## src/rtl/fetch_sequencer.sv

```systemverilog
// Instruction fetch sequencer: issues imem reads, steers the PC register and hands fetched words to decode.
// Optional FETCH_SKID_EN adds a one-entry skid buffer that absorbs a fetch returning while decode is stalled.
module fetch_sequencer (
    input  logic        clk,
    input  logic        rst,
    input  logic [31:0] current_pc,
    input  logic        redirect_valid,
    input  logic [31:0] redirect_pc,
    input  logic        dec_stall,
    output logic        imem_req,
    output logic [31:0] imem_addr,
    input  logic        imem_ack,
    input  logic [31:0] imem_rdata,
    output logic        pc_stall,
    output logic        pc_seq,
    output logic [31:0] jb_pc,
    output logic        flush,
    output logic        if_valid,
    output logic [31:0] if_inst,
    output logic [31:0] if_pc,
    output logic [1:0]  state_dbg
);

    typedef enum logic [1:0] {
        IDLE  = 2'd0,
        FETCH = 2'd1,
        DROP  = 2'd2
    } state_t;

    state_t      state;
    logic        req_out;
    logic [31:0] req_addr;
    logic        skid_valid;
    logic [31:0] skid_inst;
    logic [31:0] skid_pc;

    logic        ack_hit;
    logic        ack_take;
    logic        ack_skid;
    logic        can_issue;
    logic [31:0] issue_addr;

    // imem handshake: imem_req rises with imem_addr and both hold until the cycle imem_ack=1 completes it.
    assign imem_req  = req_out;
    assign imem_addr = req_addr;
    assign state_dbg = state;

    assign ack_hit  = req_out && imem_ack;
    assign ack_take = (state == FETCH) && ack_hit && !redirect_valid && !dec_stall;
`ifdef FETCH_SKID_EN
    assign ack_skid = (state == FETCH) && ack_hit && !redirect_valid && dec_stall;
`else
    assign ack_skid = 1'b0;
`endif

    // On an accepted ack the PC advances this edge, so the follow-on request targets current_pc+4.
    assign can_issue  = (state == FETCH) && !redirect_valid && !dec_stall && !skid_valid &&
                        (!req_out || ack_take);
    assign issue_addr = ack_take ? (current_pc + 32'd4) : current_pc;

    assign pc_stall = rst ? 1'b1 : !(redirect_valid || ack_take || ack_skid);
    assign pc_seq   = rst ? 1'b1 : !redirect_valid;
    assign jb_pc    = redirect_pc;
    assign flush    = !rst && redirect_valid;

    always_ff @(posedge clk) begin
        if (rst) begin
            state      <= IDLE;
            req_out    <= 1'b0;
            req_addr   <= 32'd0;
            if_valid   <= 1'b0;
            if_inst    <= 32'd0;
            if_pc      <= 32'd0;
            skid_valid <= 1'b0;
            skid_inst  <= 32'd0;
            skid_pc    <= 32'd0;
        end else begin
            case (state)
                IDLE:    state <= FETCH;
                FETCH:   if (redirect_valid && req_out && !imem_ack) state <= DROP;
                DROP:    if (imem_ack) state <= FETCH;
                default: state <= IDLE;
            endcase

            if (can_issue) begin
                req_out  <= 1'b1;
                req_addr <= issue_addr;
            end else if (ack_hit) begin
                req_out <= 1'b0;
            end

            if (redirect_valid) begin
                if_valid <= 1'b0;
            end else if (!dec_stall) begin
                if (skid_valid) begin
                    if_valid <= 1'b1;
                    if_inst  <= skid_inst;
                    if_pc    <= skid_pc;
                end else if (ack_take) begin
                    if_valid <= 1'b1;
                    if_inst  <= imem_rdata;
                    if_pc    <= req_addr;
                end else begin
                    if_valid <= 1'b0;
                end
            end

            // Skid drains into if_* on the first unstalled cycle; a redirect kills it.
            if (redirect_valid) begin
                skid_valid <= 1'b0;
            end else if (ack_skid) begin
                skid_valid <= 1'b1;
                skid_inst  <= imem_rdata;
                skid_pc    <= req_addr;
            end else if (!dec_stall) begin
                skid_valid <= 1'b0;
            end
        end
    end

endmodule

```

## config.mk

```make
export PLATFORM = sky130hd
export DESIGN_NAME = fetch_sequencer
export DESIGN_NICKNAME = d
export VERILOG_FILES = /design/src/rtl/fetch_sequencer.sv
export SDC_FILE = /design/constraint.sdc
export NUM_CORES = 1
export LEC_CHECK = 0
export CORE_MARGIN = 2
export CORE_UTILIZATION = 41
export CTS_BUF_LIST = sky130_fd_sc_hd__clkbuf_4 sky130_fd_sc_hd__clkbuf_8
export CTS_CLUSTER_DIAMETER = 50
export CTS_CLUSTER_SIZE = 30
export DETAILED_ROUTE_END_ITERATION = 10
export PLACE_DENSITY = 0.91
export SLEW_MARGIN = 20
export SYNTH_ARGS = -nofsm -noshare
export SYNTH_HDL_FRONTEND = slang
export SYNTH_SLANG_ARGS = --single-unit
```

## constraint.sdc

```tcl
create_clock -name clk -period 3.3 [get_ports clk]
set_clock_uncertainty 0.15 [all_clocks]
set_input_delay 0.495 -clock clk [delete_from_list [all_inputs] [get_ports clk]]
set_output_delay 0.495 -clock clk [all_outputs]
set_load 0.005 [all_outputs]
```

==> out/metrics.yaml, run 1 <==
clock_tree:
  cts_setup_buffers: 0
  cts.path.max_buffers: 2
  clkTransAtPathRegs_ps: 90
  clk_latency_ps: 360
  root_buffer: "clkbuf_8"
  numCtsBuffers: 9
  h-tree-depth: 3
  cts_resized: 0
  cts_tree: "done"
  cts_sinks: 100
  ctsHoldBuffers: 0
synthesis:
  ys_warn_count: 0
  synth_xor_area_share_pct: 4.30
  synthMostInstantiatedCell: "nand2_1"
  synthSimpleGateAreaFrac_pct: 25.8
  synth-seq-cells: 100
  syn-num-nets: 656
  yosysTopAreaCell: "dfxtp_1"
  synth_compound_area_share_pct: 14.9
  netlist_area_mm2: 0.00448
  syn_inst: 554
  yosys-top-cells-area: "dfxtp_1, nand2_1, a21oi_1, buf_4, xnor2_1"
  synthMuxAreaShare_pct: 0.670
  synth_top_cell_area_share_pct: 44.6
  synth_cell_types: 41
  async_flop_share_pct: 0
  syn_avg_cell_area_um2: 8.09
  synthAdderAreaFrac_pct: 0.279
  synth_top_family_by_area: "simple AND/OR/NAND/NOR gates"
  yosys-top-cells-count: "nand2_1, dfxtp_1, a21oi_1"
  synthFlopType: "dfxtp_1"
  synth-edff-count: 0
  yosysSeqAreaShare_pct: 44.6
critical_path:
  cp_slowest_cell: "clkdlybuf4s50_1"
  crit_buf_inv: 3
  cpPeakStageDelay_ps: 460
  required_ps: 2650
  crit_family: "buffers and inverters"
  crit_path_end_kind: "output pin"
  cpMostUsedCell: "clkdlybuf4s50_1"
  path_class: "in2out"
  path_cells: "clkdlybuf4s50_1 > buf_4 > nor4b_2 > and3_2 > o21bai_1 > clkdlybuf4s50_1"
  crit_arrival_ps: 2270
  cp_max_fo: 6
  start_kind: "input pin"
sta:
  finalSetupViolations: 0
  relSlewSlack_pct: 46.8
  final_hold_viol_count: 0
  slew_viol_final: 0
  fmax_mhz: 343
  period_needed_ps: 2920
  tns_ps: 0
  worstMarginPinSlew_ps: 799
  post-route-period-util_pct: 88.4
  rsz0062_at_grt: "false"
grt:
  antenna_found_initial: 0
  grt_pass1_wl_um: 19600
  grt_pass1_vias: 3932
  grt_max_degree: 73
  track_usage_pct: 21.0
  overflow: 0
pwr:
  peakVddDrop_mv: 0.259
  power_w: 0.00234
  leakagePower_nw: 2.02
  power.density_mw_per_mm2: 373
floorplan:
  io_pins: 236
  die_y_um: 109
  start_util_pct: 41.7
  rows: 38
  die_area_mm2: 0.0118
  die_w_um: 109
  core_area_mm2: 0.0107
detailed_routing:
  vias: 4262
  via_per_inst: 5.21
  wl_um: 12800
  initialDrtViolationCount: 215
  drc_errors: 0
  ant_nets: 0
  wire_per_inst_um: 15.7
  first_pass_iters: 4
status:
  status: "complete, no violations"
cells_and_area:
  final_core_util_pct: 58.5
  nNetsFinal: 775
  syn_to_final_growth_pct: 40.2
  post-route-cell-area_mm2: 0.00628
  drive_gt1_share_pct: 7.23
  fin_cells: 818
  num-fill-cells: 978
  antenna_cells: 0
job:
  maxCapViolCount: 0
place:
  place.gp.congestion: 0.823
  port-buffer-count: 171
  dp_hpwl_um: 9120
  dpl_cell_area_mm2: 0.00608
  dpl.cell_count: 802
worst_hold_path:
  hold_path.class: "reg2reg"
worst min-delay path, delay by kind of cell, from the launching register on:
kind / cells / cell delay [ps]
compound gates: 1 / 50
flops: 1 / 320
simple gates: 1 / 50
routing by layer:
metal  share of wire, %  track usage (%)  up-vias
li1                   -                -     2081
met1                 43             25.3     2011
met2                 50             37.4      158
met3                6.8             5.18       12
met4                1.0             4.85        0
met5                  0                0        -
sequential cells by signal, indices dropped and copies added (netlist names):
signal     cells
imem_addr     32
if_pc         32
state_dbg      2
if_inst       32
if_valid       1
imem_req       1
final cells by class:
class	instances	area, µm²	share of cell area (%)
Multi-Input combinational cell	376	2080	33.2
Clock buffer	9	124	1.97
Sequential cell	100	2000	31.9
Clock inverter	7	80.1	1.27
Inverter	4	15.0	0.239
Timing Repair Buffer	182	1800	28.7
Tap cell	140	175	2.79
per-stage QoR:
stage                     worst slack, ps  hold slack (ps)
after global placement                239              291
after detailed placement              142              296
after CTS                             390              310
after floorplan                       726              303
final                                 384              307
after global routing                  340              328
cell families after synthesis:
family                     after synthesis
and+or+nand+nor                        243
AOI/OAI and AO/OA                      107
DFF                                    100
buffers and inverters                   78
xor gates and xnor gates                22
muxes                                    3
adders and majority gates                1
final timing paths:
path,endpoint,startpoint,slack [ps],depth (start not counted)
max reg2reg,imem_addr[27]$_SDFFE_PP0P_,state_dbg[1]$_SDFFE_PP0P_,680,5
min,if_inst[19]$_SDFFE_PP0P_,if_inst[19]$_SDFFE_PP0P_,310,2
min reg2reg,if_inst[19]$_SDFFE_PP0P_,if_inst[19]$_SDFFE_PP0P_,310,2
max,pc_stall,redirect_valid,380,6
placed cells by master, fill, tap and decap left out, types with 4 or more instances in the layout:
cell             instances
clkdlybuf4s50_1        170
nand3_1                 12
nor2_1                  34
nor4_2                   4
a21oi_1                 66
and4_1                   4
nor4_1                   7
clkbuf_8                 9
nand4_1                  9
nor3_1                   5
dfxtp_1                100
a211oi_2                 8
a211oi_1                16
o21ai_0                  5
inv_1                    4
nand2_1                145
buf_4                   11
a311oi_1                 5
xnor2_1                 19
report_power, final:
part | leakage (nW) | switching (W) | total, W | internal, W
logic | 1.10 | 0.000113 | 0.000266 | 0.000152
registers | 0.810 | 0.0000223 | 0.00125 | 0.00123
clock network | 0.103 | 0.000461 | 0.000824 | 0.000363
No activity file was read; power rests on OpenSTA's default activity.
==> inputs of run 2 (changes only) <==
--- a/config.mk
+++ b/config.mk
@@ -11,6 +11,7 @@
 export CTS_CLUSTER_DIAMETER = 50
 export CTS_CLUSTER_SIZE = 30
 export DETAILED_ROUTE_END_ITERATION = 10
+export GPL_TIMING_DRIVEN = 0
 export PLACE_DENSITY = 0.91
 export SLEW_MARGIN = 20
 export SYNTH_ARGS = -nofsm -noshare
==> run 2 against run 1 <==
First-iteration DRC count increased by 29%. Core utilization increased by 6.0 points. Final cell count increased by 11%. Highest routed layer unchanged. Sequential power about the same. Clock-buffer cell count increased by 1. Critical path depth increased by 1. Die area unchanged. Clock power increased by 14%. Register-to-register slack got worse by 240 ps.
==> out/metrics.yaml, run 2 (same netlist as run 1, synthesis figures left out) <==
status:
  status: "complete, no violations"
detailed_routing:
  ant_nets: 0  # unchanged
  drc_errors: 0  # unchanged
  first_pass_iters: 5  # +1
  wl_um: 13900  # +8.3%
  vias: 4593  # +7.8%
  wire_per_inst_um: 15.2  # -2.6%
  via_per_inst: 5.05  # -3.1%
  initialDrtViolationCount: 277  # +29%
sta:
  worstMarginPinSlew_ps: 717  # -81.3 ps
  fin_ws_ps: 151  # -233 ps
  slew_viol_final: 0  # unchanged
  post-route-period-util_pct: 95.4  # +7.0 points
  rsz0062_at_grt: "false"
  fmax_mhz: 318  # -7.4%
  finalSetupViolations: 0  # unchanged
  period_needed_ps: 3150  # +233 ps
  relSlewSlack_pct: 52.2  # +5.4 points
  final_hold_viol_count: 0  # unchanged
worst_hold_path:
  hold_path.class: "reg2reg"
place:
  dp_hpwl_um: 10600  # +16%
  dpl.cell_count: 896  # +12%
  dpl_cell_area_mm2: 0.00668  # +9.9%
  pre_cts_ws_ps: -317  # -459 ps
  place.gp.congestion: 0.831  # +1.0%
  port-buffer-count: 202  # +18%
grt:
  grt_max_degree: 16  # -78%
  track_usage_pct: 22.8  # +1.8 points
  grt_pass1_vias: 4261  # +8.4%
  overflow: 0  # unchanged
  grt_pass1_wl_um: 21100  # +7.7%
  antenna_found_initial: 0  # unchanged
cells_and_area:
  fin_cells: 910  # +11%
  nNetsFinal: 869  # +12%
  final_core_util_pct: 64.5  # +6.0 points
  post-route-cell-area_mm2: 0.00693  # +10%
  final_common_cell: "clkdlybuf4s50_1"
  syn_to_final_growth_pct: 54.6
  drive_gt1_share_pct: 8.83  # +1.6 points
  antenna_cells: 0  # unchanged
  layout.cells.most_common_list: "clkdlybuf4s50_1, nand2_1, dfxtp_1, a21oi_1, nor2_1"
  num-fill-cells: 925  # -5.4%
job:
  maxCapViolCount: 0  # unchanged
clock_tree:
  cts.path.max_buffers: 2  # unchanged
  clk_latency_ps: 370  # about the same
  numCtsBuffers: 9  # unchanged
  ctsHoldBuffers: 0  # unchanged
  cts_sinks: 100  # unchanged
  h-tree-depth: 3  # unchanged
  cts_tree: "done"
  root_buffer: "clkbuf_8"
  clkTransAtPathRegs_ps: 100  # about the same
critical_path:
  path_class: "in2out"
  crit_arrival_ps: 2500  # +230 ps
  crit_path_end_kind: "output pin"
  start_kind: "input pin"
  required_ps: 2650  # about the same
  cp_max_fo: 10  # +4
floorplan:
  io_pins: 236  # unchanged
  rows: 38  # unchanged
  start_util_pct: 41.7  # unchanged
  core_area_mm2: 0.0107  # unchanged
  die_y_um: 109  # unchanged
  die_area_mm2: 0.0118  # unchanged
  die_w_um: 109  # unchanged
pwr:
  power_switching_share_pct: 22.8  # -2.7 points
  leakagePower_nw: 2.32  # +15%
  p_seq_share_pct: 49.4  # -4.0 points
  switchingPower_w: 0.000577  # -3.3%
  power.density_mw_per_mm2: 365  # -2.0%
  combPwrFrac_pct: 13.4  # +2.0 points
  power_w: 0.00253  # +8.1%
  p_int_w: 0.00195  # +12%
  peakVddDrop_mv: 0.244  # -5.5%
  clkPwrFrac_pct: 37.2  # +2.0 points
[run 2: changes by cell type in the layout (fill, tap and decap cells not counted), moves of 2 or more]
cell             delta
clkdlybuf4s50_1    +31
clkbuf_1           +30
buf_4              +21
buf_1               +8
inv_6               -3
bufinv_16           +2
[run 2: layout make-up]
| cell class | count | area, µm² | area share, % |
|---|---|---|---|
| multi-input combinational | 376 | 2070 | 29.8 |
| timing repair buffer | 202 | 2020 | 29.2 |
| sequential | 100 | 2000 | 28.9 |
| buffer | 74 | 412 | 5.94 |
| tap | 140 | 175 | 2.53 |
| clock buffer | 10 | 138 | 1.99 |
| clock inverter | 4 | 98.8 | 1.43 |
| inverter | 4 | 15.0 | 0.217 |
[run 2: layer usage]
layer | vias to the layer above | share of wire (%) | track usage (%)
met5 | - | 0 | 0
met4 | 0 | 1.3 | 7.33
met3 | 18 | 6.8 | 4.16
met2 | 169 | 50 | 39.5
met1 | 2132 | 42 | 28.5
li1 | 2274 | - | -
[run 2: metrics by stage]
| step | hold WS [ps] | TNS [ps] |
|---|---|---|
| global route | 324 | 0 |
| CTS | 308 | 0 |
| floorplan | 303 | 0 |
| finish | 308 | 0 |
| detailed placement | 296 | -4320 |
| global placement | 291 | -3720 |
[run 2: power groups by stage]
stage / clock network [W] / logic, W / registers [W]
detailed placement: 0 / 0.000338 / 0.00128
global route: 0.00100 / 0.000365 / 0.00125
finish: 0.000941 / 0.000340 / 0.00125
global placement: 0 / 0.000334 / 0.00128
floorplan: 0 / 0.000124 / 0.00127
CTS: 0.000953 / 0.000341 / 0.00125
[run 2: critical path, stage by stage]
cell	delay, ps
clkdlybuf4s50_1	480
nor4b_2	330
and3_1	190
clkbuf_1	190
clkbuf_4	260
o21bai_1	80
clkdlybuf4s50_1	480
[run 2: timing repair]
action / in CTS / in global routing
endpoints found under the setup margin: 1 / 19
resized for setup: 3 / 2
setup buffers: 0 / 0
pin swaps: 0 / 0
[run 2: path summary, 6_finish.rpt]
kind / from / slack, ps / cells after the start / endpoint
hold reg to reg: if_inst[29]$_SDFFE_PP0P_ / 310 / 2 / if_inst[29]$_SDFFE_PP0P_
setup reg to reg: state_dbg[1]$_SDFFE_PP0P_ / 440 / 6 / imem_addr[10]$_SDFFE_PP0P_
hold / removal: if_inst[29]$_SDFFE_PP0P_ / 310 / 2 / if_inst[29]$_SDFFE_PP0P_
setup / recovery: dec_stall / 150 / 7 / pc_stall
